**config.mk**
```make
export PLATFORM = sky130hd
export DESIGN_NAME = pkt_frame_tx
export DESIGN_NICKNAME = d
export VERILOG_FILES = /design/src/rtl/pkt_frame_tx.sv
export SDC_FILE = /design/constraint.sdc
export NUM_CORES = 1
export LEC_CHECK = 0
export CORE_ASPECT_RATIO = 1.4
export CORE_UTILIZATION = 40
export DETAILED_ROUTE_END_ITERATION = 10
export PLACE_DENSITY = 0.78
export SYNTH_ARGS = -nofsm -noshare
export SYNTH_HDL_FRONTEND = slang
export SYNTH_SLANG_ARGS = --single-unit
```
**constraint.sdc**
```tcl
create_clock -name clk -period 1.64 [get_ports clk]
set_clock_uncertainty 0.1 [all_clocks]
set_input_delay 0.328 -clock clk [delete_from_list [all_inputs] [get_ports clk]]
set_output_delay 0.328 -clock clk [all_outputs]
set_load 0.01 [all_outputs]
```
**src/rtl/pkt_frame_tx.sv**
```systemverilog
// pkt_frame_tx - framed-stream packet transmitter.
//
// Sends each accepted request as one head beat (the header word), then LEN
// payload words pulled from an upstream source, then one tail beat carrying
// the XOR checksum of those payload words.
//
// Ports:
//   clk       clock; all state changes on the rising edge
//   reset     asynchronous, active-low reset
//   start     send request; taken only while ready=1
//   len       payload word count, sampled on accept
//   hdr       header word, sampled on accept
//   ready     combinational; high in IDLE and TAIL
//   pl_valid  upstream payload word available
//   pl_data   upstream payload word
//   pl_pop    combinational; payload word consumed this cycle
//   tx_valid  registered beat valid
//   tx_head   registered head-beat marker
//   tx_tail   registered tail-beat marker
//   tx_data   registered beat payload (header, data word or checksum)
//   done      registered; high together with the tail beat
//   state     current beat type: IDLE=00, HEAD=01, DATA=10, TAIL=11
module pkt_frame_tx #(
  parameter int DW    = 8,
  parameter int LEN_W = 4
) (
  input  logic             clk,
  input  logic             reset,
  input  logic             start,
  input  logic [LEN_W-1:0] len,
  input  logic [DW-1:0]    hdr,
  output logic             ready,
  input  logic             pl_valid,
  input  logic [DW-1:0]    pl_data,
  output logic             pl_pop,
  output logic             tx_valid,
  output logic             tx_head,
  output logic             tx_tail,
  output logic [DW-1:0]    tx_data,
  output logic             done,
  output logic [1:0]       state
);

  typedef enum logic [1:0] {
    IDLE = 2'b00,
    HEAD = 2'b01,
    DATA = 2'b10,
    TAIL = 2'b11
  } state_t;

  state_t           st;
  logic [LEN_W-1:0] remaining;
  logic [DW-1:0]    csum;
  logic             in_body;

  // Running checksum: plain bitwise XOR, so no carries and no growth.
  function automatic logic [DW-1:0] csum_fold(input logic [DW-1:0] acc,
                                              input logic [DW-1:0] word);
    return acc ^ word;
  endfunction

  // The state register mirrors the beat type on the outputs, so HEAD and
  // DATA are exactly the cycles in which payload may still be pulled.
  assign in_body = (st == HEAD) || (st == DATA);
  assign ready   = (st == IDLE) || (st == TAIL);
  assign pl_pop  = pl_valid && in_body && (remaining != '0);
  assign state   = st;

  always_ff @(posedge clk or negedge reset) begin
    if (!reset) begin
      st        <= IDLE;
      remaining <= '0;
      csum      <= '0;
      tx_valid  <= 1'b0;
      tx_head   <= 1'b0;
      tx_tail   <= 1'b0;
      tx_data   <= '0;
      done      <= 1'b0;
    end else begin
      // Every beat is a single-cycle pulse; cycles that emit nothing
      // register all-zero outputs.
      tx_valid <= 1'b0;
      tx_head  <= 1'b0;
      tx_tail  <= 1'b0;
      tx_data  <= '0;
      done     <= 1'b0;

      case (st)
        IDLE, TAIL: begin
          // TAIL accepts a new request directly, giving back-to-back packets.
          if (start) begin
            st        <= HEAD;
            remaining <= len;
            csum      <= '0;
            tx_valid  <= 1'b1;
            tx_head   <= 1'b1;
            tx_data   <= hdr;
          end else begin
            st <= IDLE;
          end
        end

        HEAD, DATA: begin
          if (remaining != '0) begin
            // A missing payload word becomes a DATA-state bubble.
            st <= DATA;
            if (pl_valid) begin
              tx_valid  <= 1'b1;
              tx_data   <= pl_data;
              remaining <= remaining - 1'b1;
              csum      <= csum_fold(csum, pl_data);
            end
          end else begin
            st       <= TAIL;
            tx_valid <= 1'b1;
            tx_tail  <= 1'b1;
            tx_data  <= csum;
            done     <= 1'b1;
          end
        end

        default: st <= IDLE;
      endcase
    end
  end

endmodule

```
**Word-level counts from Yosys, hierarchy flattened**

Cells that the tools add are included.

- Bitwise gates (word level): 1
- Eq/ne operators: 6
- Reductions and logical operators: 9
- Multiplexer cells: 22
- Add/sub/neg operators: 1
- Multipliers: 0
- Shifts and indexed selects: 0
- Order comparisons: 0
- Divide/modulo/power cells: 0

Operators by type and width:

| kind | number |
|---|---|
| 8-bit two-way mux | 6 |
| 8-bit one-hot mux with 2 select lines | 2 |
| 4-bit two-way mux | 3 |
| 1-bit two-way mux | 8 |
| 4-bit one-hot mux with 2 select lines | 1 |
| 8-bit bitwise XOR | 1 |
| 2-bit != test (second input constant) | 3 |
| 2-bit == test (second input constant) | 2 |
| 2-bit one-hot mux with 2 select lines | 1 |
| 4-bit nonzero test | 1 |
| 2-bit OR reduction | 2 |
| 4-bit by 1-bit subtractor with 4-bit output (second input constant) | 1 |
| 3-bit AND reduction | 1 |
| 2-bit by 1-bit == test with 1-bit output (second input constant) | 1 |
| 1-bit logical AND | 2 |
| 2-bit zero test | 1 |
| 1-bit logical OR | 2 |
| 1-bit one-hot mux with 2 select lines | 1 |

- Memories kept: 0
- Latch bits: 0
- Memory bits (read-only): 0
- Memory bits (writable): 0
- Flip-flop bits (word level): 25
- Word-level logic and storage cells: 46

**Longest topological paths before layout**

Gate-level depths: netlist of the first run.

- Depth after elaboration: 4
- Depth in mapped cells: 6
- Mapped depth without buffers: 6

**Worst setup path after synthesis of the first run**

No wires, ideal clock.

- Path type: flip-flop to flip-flop
- Start point: register remaining[0]
- End point: register remaining[0]
- Setup time: 0.126 ns
- Arrival: 1.520 ns
- Buffers on the path: 0
- Required time: 1.414 ns
- Cell stages (with the launch flop): 6
- Slack: -0.106 ns
- Path through: dfrtp_1 > inv_1 > ha_1 > or3b_2 > and4_1 > a221o_1

- Word-level cells in the longest chain between the ends: 4

RTL lines:

| element | line | source |
|---|---|---|
| from (decl) | 52 | `logic [LEN_W-1:0] remaining;` |
| from (signal assigned) | 93 | `remaining <= len;` |
| from (signal assigned) | 110 | `remaining <= remaining - 1'b1;` |
| 4-bit by 1-bit subtractor with 4-bit output | 110 |  |
| 4-bit two-way mux | 107 | `if (pl_valid) begin` |
| 4-bit two-way mux | 104 | `if (remaining != '0) begin` |
| 4-bit one-hot mux with 2 select lines | 88 | `case (st)` |

Several ways; a longest one is shown, not always the timed one. The select of a mux whose other input is x is not followed.
A chain may end at the register's enable or synchronous reset.

**Worst setup path in the final report of the first run**

- Start point: register remaining[1]
- End point: output port pl_pop

- Word-level cells in the longest chain between the ends: 2

RTL lines:

| element | line | source |
|---|---|---|
| 4-bit nonzero test | 66 | `assign pl_pop = pl_valid && in_body && (remaining != '0);` |
| 1-bit logical AND | 66 |  |
| to (decl) | 35 | `output logic pl_pop,` |

No other way between the ends.

==> results of run 1 <==
==> how the worst max path moves through the flow <==
stage | from | to | depth (start not counted)
3_5_place_dp | remaining[1] | pl_pop | 6
4_1_cts | remaining[0] | pl_pop | 6
3_3_place_gp | remaining[1] | pl_pop | 6
2_1_floorplan | remaining[1] | tx_data[0] | 5
6_report | remaining[1] | pl_pop | 6
5_1_grt | remaining[1] | pl_pop | 6
==> flip-flops by register name, indices dropped and copies added (netlist names) <==
name       cells
state          2
done           1
tx_head        1
tx_valid       1
tx_data        8
remaining      4
csum           8
==> metrics by stage <==
step | hold WS (ns) | worst slack [ns] | util | TNS [ns]
after global placement | 0.356 | -0.351 | 0.619 | -4.24
after global routing | 0.348 | -0.367 | 0.769 | -4.12
final | 0.319 | -0.343 | 0.769 | -3.22
after detailed placement | 0.366 | -0.393 | 0.619 | -5.62
after CTS | 0.337 | -0.259 | 0.744 | -1.45
after floorplan | -0.0676 | -0.0136 | - | -0.0451
==> kinds of logic after synthesis <==
| kind of cell | synth area share |
|---|---|
| flip-flops | 0.527 |
| AO/OA/AOI/OAI | 0.146 |
| buffers and inverters | 0.0485 |
| AND/OR/NAND/NOR | 0.187 |
| XOR/XNOR | 0.0137 |
| adder cells (fa/ha/maj) | 0.0105 |
| multiplexers | 0.0674 |
==> synthesized netlist by cell type <==
library cell	instances	area [sq um]
nor4b_2	1	15.0
xor2_2	1	16.3
inv_1	4	15.0
dfrtp_1	25	626
nand3_1	4	20.0
nor2_1	1	3.75
clkbuf_1	2	7.51
buf_2	1	5.00
clkinv_1	1	3.75
nand2_2	1	6.26
or3b_2	1	8.76
o21ai_0	9	45.0
o221ai_1	1	8.76
nor3_1	4	20.0
and4_1	2	17.5
buf_6	1	11.3
nor3b_4	1	18.8
a21oi_1	2	10.0
mux2i_1	8	80.1
nand2_1	11	41.3
ha_1	1	12.5
a221o_1	10	100
buf_4	1	7.51
inv_2	2	7.51
and3_1	2	12.5
nor3_2	5	50.1
a311o_1	1	10.0
nand3b_1	1	7.51
==> power by group through the flow <==
stage | Clock, mW | Combinational [mW] | Sequential (mW)
after floorplan | 0 | 0.965 | 1.10
after global placement | 0 | 2.04 | 1.02
after detailed placement | 0 | 2.10 | 1.03
after CTS | 0.361 | 2.97 | 1.04
after global routing | 0.397 | 3.55 | 1.08
final | 0.377 | 3.38 | 1.05
==> area by class of cell <==
cell class,instances,area [sq um],area share
Multi-Input combinational cell,67,639,0.292
Tap cell,37,46.3,0.0211
Sequential cell,25,628,0.287
Inverter,7,42.5,0.0194
Clock buffer,4,45.0,0.0205
Timing Repair Buffer,83,791,0.361
==> routing by layer <==
metal / share of wire / wire length (microns)
met1: 0.42 / 1740
met2: 0.52 / 2150
met3: 0.036 / 151
met4: 0.023 / 95
met5: 0 / 0
==> timing repair <==
| action | 4_1_cts | 5_1_grt |
|---|---|---|
| setup buffers | 21 | 7 |
| gates resized for setup | 53 | 11 |
| endpoints found under the setup margin | 24 | 24 |
| pin swaps | 13 | 8 |
| gates cloned | 1 | 0 |
==> results.json, run 1 <==
{
  "drive_gt1_frac": 0.409,
  "worstReg2RegEnd": "tx_data[1]",
  "postCtsHoldBufs": 0,
  "synth_fp_nets": 129,
  "routedWlPerCell_microns": 18.6,
  "die_h_microns": 66.5,
  "grt_overflow": 0,
  "cap_violations": 0,
  "routed_via_density": 5.51,
  "cts_max_path_buffers": 2,
  "grt_start_max_net_pins": 26,
  "placed_area_sq_um": 1760,
  "power_frac_comb": 0.703,
  "rr_worst_depth": 8,
  "final_area_sq_um": 2190,
  "first_pass_iters": 8,
  "crit_family": "simple AND/OR/NAND/NOR gates",
  "violations": "design-rule violations, negative setup slack",
  "mappedNetlistArea_sq_um": 1190,
  "cts-root-buf": "clkbuf_8",
  "p_total_mw": 4.80,
  "grt_pass1_wl_mm": 5.79,
  "drc": 4,
  "power.switching_mw": 1.89,
  "finalSetupViolCount": 23,
  "fin_crit_sh": 1.21,
  "cts_made_buffers": 3,
  "cts.clk_slew.worst_paths_ns": 0.09,
  "grt_pass1_vias": 1193,
  "place_congestion": 0.769,
  "final_common_cell": "clkdlybuf4s50_1",
  "slew_headroom": 0.765,
  "clock_sinks": 25,
  "grtUsageMet1": 0.349,
  "max-vdd-ir-drop_uv": 1340,
  "worst_path_max_delay_cell": "dfrtp_1",
  "cp.arrival_ns": 1.56,
  "yosysSeqAreaShare": 0.527,
  "path_buf_inv": 3,
  "cts_tree": "done",
  "finalWirelength_mm": 4.14,
  "ys_types": 28,
  "hold_class": "in2async",
  "r2r-start": "remaining[1]",
  "switching_share": 0.394,
  "p_leak_nw": 0.975,
  "endpoint_kind": "primary output",
  "antenna_found_initial": 0,
  "status": "finished, violations left",
  "finalNetCount": 212,
  "worst_pin_slew_ns": 0.350,
  "slowest_delay_ns": 0.40,
  "insertion_delay_ns": 0.28,
  "start_util": 0.417,
  "drtIter0Drc": 62,
  "seqPwrFrac": 0.219,
  "area_delta_synth_final_pct": 84.6,
  "final_cell_mix": "34 x clkdlybuf4s50_1, 27 x buf_4, 23 x dfrtp_1, 18 x buf_6",
  "finalMaxSlewViolations": 0,
  "worst-setup-path-type": "reg2out",
  "layout_setup_ws_ns": -0.343,
  "coreArea_sq_um": 2850,
  "fp.dieW_microns": 48.0,
  "antenna_left": 0,
  "rsz0062_at_grt": "yes",
  "n_antenna_cell": 0,
  "r2r_setup_slack_ns": -0.23,
  "fp-row-count": 23,
  "grt_use_met2": 0.405,
  "powerDensity_nw_per_um2": 2190,
  "yosys_warnings": 0,
  "internal_power_mw": 2.91,
  "grtUsageMet3": 0.0488,
  "syn_inst": 104,
  "h-tree-depth": 1,
  "fin_cells": 223,
  "placedCellCount": 197,
  "io_pins": 40,
  "grt_util_all_layers": 0.263,
  "synth-seq-cells": 25,
  "top_usage_layer": "met2",
  "port-buffer-count": 39,
  "critPathRequiredTime_ns": 1.21,
  "timing.fmax_mhz": 504,
  "clockPowerShare": 0.079,
  "dieArea_sq_um": 3190,
  "start_kind": "flop",
  "cpMostUsedCell": "inv_2",
  "hold_viol": 0,
  "syn_area_per_cell_sq_um": 11.4,
  "crit_fanout": 2,
  "vias": 1228,
  "fillers": 158,
  "dp_hpwl_mm": 2.23,
  "crit_chain": "inv_2 > ha_4 > or3b_4 > nand3_2 > inv_2 > buf_6",
  "fin_crit_ns": 1.98
}
(Power assumes the default switching activity.)
==> run 2: changes to the inputs <==
==> constraint.sdc (replaced) <==
create_clock -name clk -period 1.64 [get_ports clk]
set_clock_uncertainty 0.1 [all_clocks]
set_input_delay 0.328 -clock clk [delete_from_list [all_inputs] [get_ports clk]]
set_output_delay 0.328 -clock clk [all_outputs]
set_load 0.05 [all_outputs]
==> run 2 against run 1 <==
The flow finishes with violations (negative setup slack). Design area up 1.6%. Global-route usage down 1.9 points. Sequential power up 8%. Flip-flop and latch count unchanged. Via count down 7.4%. Critical path type unchanged. Largest cell class unchanged.
==> results.json, run 2 (same netlist as run 1, synthesis figures left out) <==
{
  "routed_via_density": 5.44,
  "grt_util_all_layers": 0.244,
  "pre_cts_ws_ns": -0.142,
  "clock_sinks": 25,
  "start_kind": "flop",
  "start_util": 0.417,
  "r2r-start": "remaining[1]",
  "cp.arrival_ns": 1.62,
  "place_congestion": 0.857,
  "fp.dieW_microns": 48.0,
  "cts.clk_slew.worst_paths_ns": 0.09,
  "h-tree-depth": 1,
  "dieArea_sq_um": 3190,
  "drtIter0Drc": 52,
  "p_total_mw": 5.39,
  "io_pins": 40,
  "grt_pass1_vias": 1157,
  "rr_worst_depth": 7,
  "postCtsHoldBufs": 0,
  "critPathRequiredTime_ns": 1.21,
  "drc": 0,
  "layout_setup_ws_ns": -0.411,
  "cts-root-buf": "clkbuf_8",
  "p_leak_nw": 0.947,
  "antenna_left": 0,
  "dp_hpwl_mm": 2.37,
  "cts_made_buffers": 3,
  "powerDensity_nw_per_um2": 2420,
  "rsz0062_at_grt": "yes",
  "r2r_setup_slack_ns": -0.14,
  "largest_registers": "csum (8), tx_data (8), remaining (4)",
  "internal_power_mw": 3.02,
  "insertion_delay_ns": 0.28,
  "n_antenna_cell": 0,
  "timing.fmax_mhz": 488,
  "fin_crit_sh": 1.25,
  "finalNetCount": 198,
  "antenna_found_initial": 0,
  "cap_violations": 0,
  "first_pass_iters": 4,
  "power.switching_mw": 2.37,
  "cts_max_path_buffers": 2,
  "worst-setup-path-type": "reg2out",
  "grt_start_max_net_pins": 26,
  "die_h_microns": 66.5,
  "violations": "negative setup slack",
  "crit_fanout": 2,
  "port-buffer-count": 39,
  "cts_tree": "done",
  "fp-row-count": 23,
  "max-vdd-ir-drop_uv": 1530,
  "power_frac_comb": 0.721,
  "slew_headroom": 0.758,
  "finalSetupViolCount": 19,
  "clockPowerShare": 0.069,
  "final_util": 0.782,
  "worstReg2RegEnd": "remaining[1]",
  "vias": 1137,
  "coreArea_sq_um": 2850,
  "drive_gt1_frac": 0.448,
  "finalWirelength_mm": 3.66,
  "status": "finished, violations left",
  "worst_pin_slew_ns": 0.362,
  "fin_crit_ns": 2.05,
  "endpoint_kind": "primary output",
  "hold_class": "in2async",
  "grt_pass1_wl_mm": 5.38,
  "fin_cells": 209,
  "seqPwrFrac": 0.210,
  "switching_share": 0.440,
  "routedWlPerCell_microns": 17.5,
  "placedCellCount": 188,
  "hold_viol": 0,
  "final_cell_mix": "23 x dfrtp_1, 23 x clkdlybuf4s50_1, 23 x buf_4, 18 x buf_12, 11 x nand2_1",
  "area_delta_synth_final_pct": 87.6,
  "finalMaxSlewViolations": 0,
  "grt_overflow": 0
}
## run 2: cell types whose count changed in the layout (fill, tap and decap cells not counted), sizes merged
| cell | change |
|---|---|
| clkdlybuf4s50 | -11 |
| dlygate4sd2 | -2 |
| clkbuf | -1 |
| clkinv | +1 |
| clkinvlp | +1 |
| dlymetal6s2s | -1 |
| inv | -1 |
## run 2: through the flow
step / hold WS (ns) / TNS (ns) / cell area, sq um
2_1_floorplan: -0.0676 / -1.08 / 1260
3_3_place_gp: 0.356 / -0.705 / 1920
3_5_place_dp: 0.372 / -1.94 / 1920
4_1_cts: 0.341 / -1.27 / 2140
5_1_grt: 0.359 / -2.92 / 2230
6_report: 0.320 / -1.89 / 2230
## run 2: worst max-delay path: stages, from the launching register on
cell and delay, ns:
dfrtp_1 0.41, inv_2 0.09, ha_4 0.13, or3b_4 0.39
nand3_4 0.09, clkinvlp_4 0.10, buf_12 0.15
## run 2: power by group through the flow
stage	registers [mW]	logic, mW	clock network (mW)
global route	1.16	4.09	0.395
detailed placement	1.15	2.97	0
CTS	1.12	3.55	0.361
finish	1.13	3.89	0.371
global placement	1.12	2.87	0
floorplan	1.52	1.31	0
## run 2: final cells by class
cell class,count,area [sq um]
clock buffers,3,41.3
inverters,7,41.3
flip-flops and latches,25,628
clock inverters,1,5.00
fillers,151,622
repair buffers,69,823
well taps,37,46.3
multi-input cells,67,642
## run 2: per-layer routing
layer	vias up	global-route usage	part of all wire
met5	-	0	0
li1	518	-	-
met4	0	0.0903	0.026
met3	11	0.0461	0.034
met1	572	0.256	0.37
met2	36	0.449	0.57
## run 2: worst max-delay path by stage
stage	start	endpoint	slack [ns]
floorplan	state[0]	tx_data[0]	-0.10
finish	remaining[1]	pl_pop	-0.41
global route	remaining[0]	pl_pop	-0.46
global placement	remaining[1]	pl_pop	-0.09
CTS	remaining[1]	pl_pop	-0.39
detailed placement	remaining[0]	csum[1]	-0.14
## run 2: timing repair
item,4_1_cts,5_1_grt
gates cloned,1,0
pin swaps,2,2
endpoints found under the setup margin,20,22
gates resized for setup,20,9
setup buffers,11,5
==> run 3: changes to the inputs <==
--- a/config.mk
+++ b/config.mk
@@ -8,6 +8,7 @@
 export CORE_ASPECT_RATIO = 1.4
 export CORE_UTILIZATION = 40
 export DETAILED_ROUTE_END_ITERATION = 10
+export HOLD_SLACK_MARGIN = 0.06
 export PLACE_DENSITY = 0.78
 export SYNTH_ARGS = -nofsm -noshare
 export SYNTH_HDL_FRONTEND = slang
==> results of run 3 <==
Same layout as run 2: the final DEF is identical, and so are final timing and power.
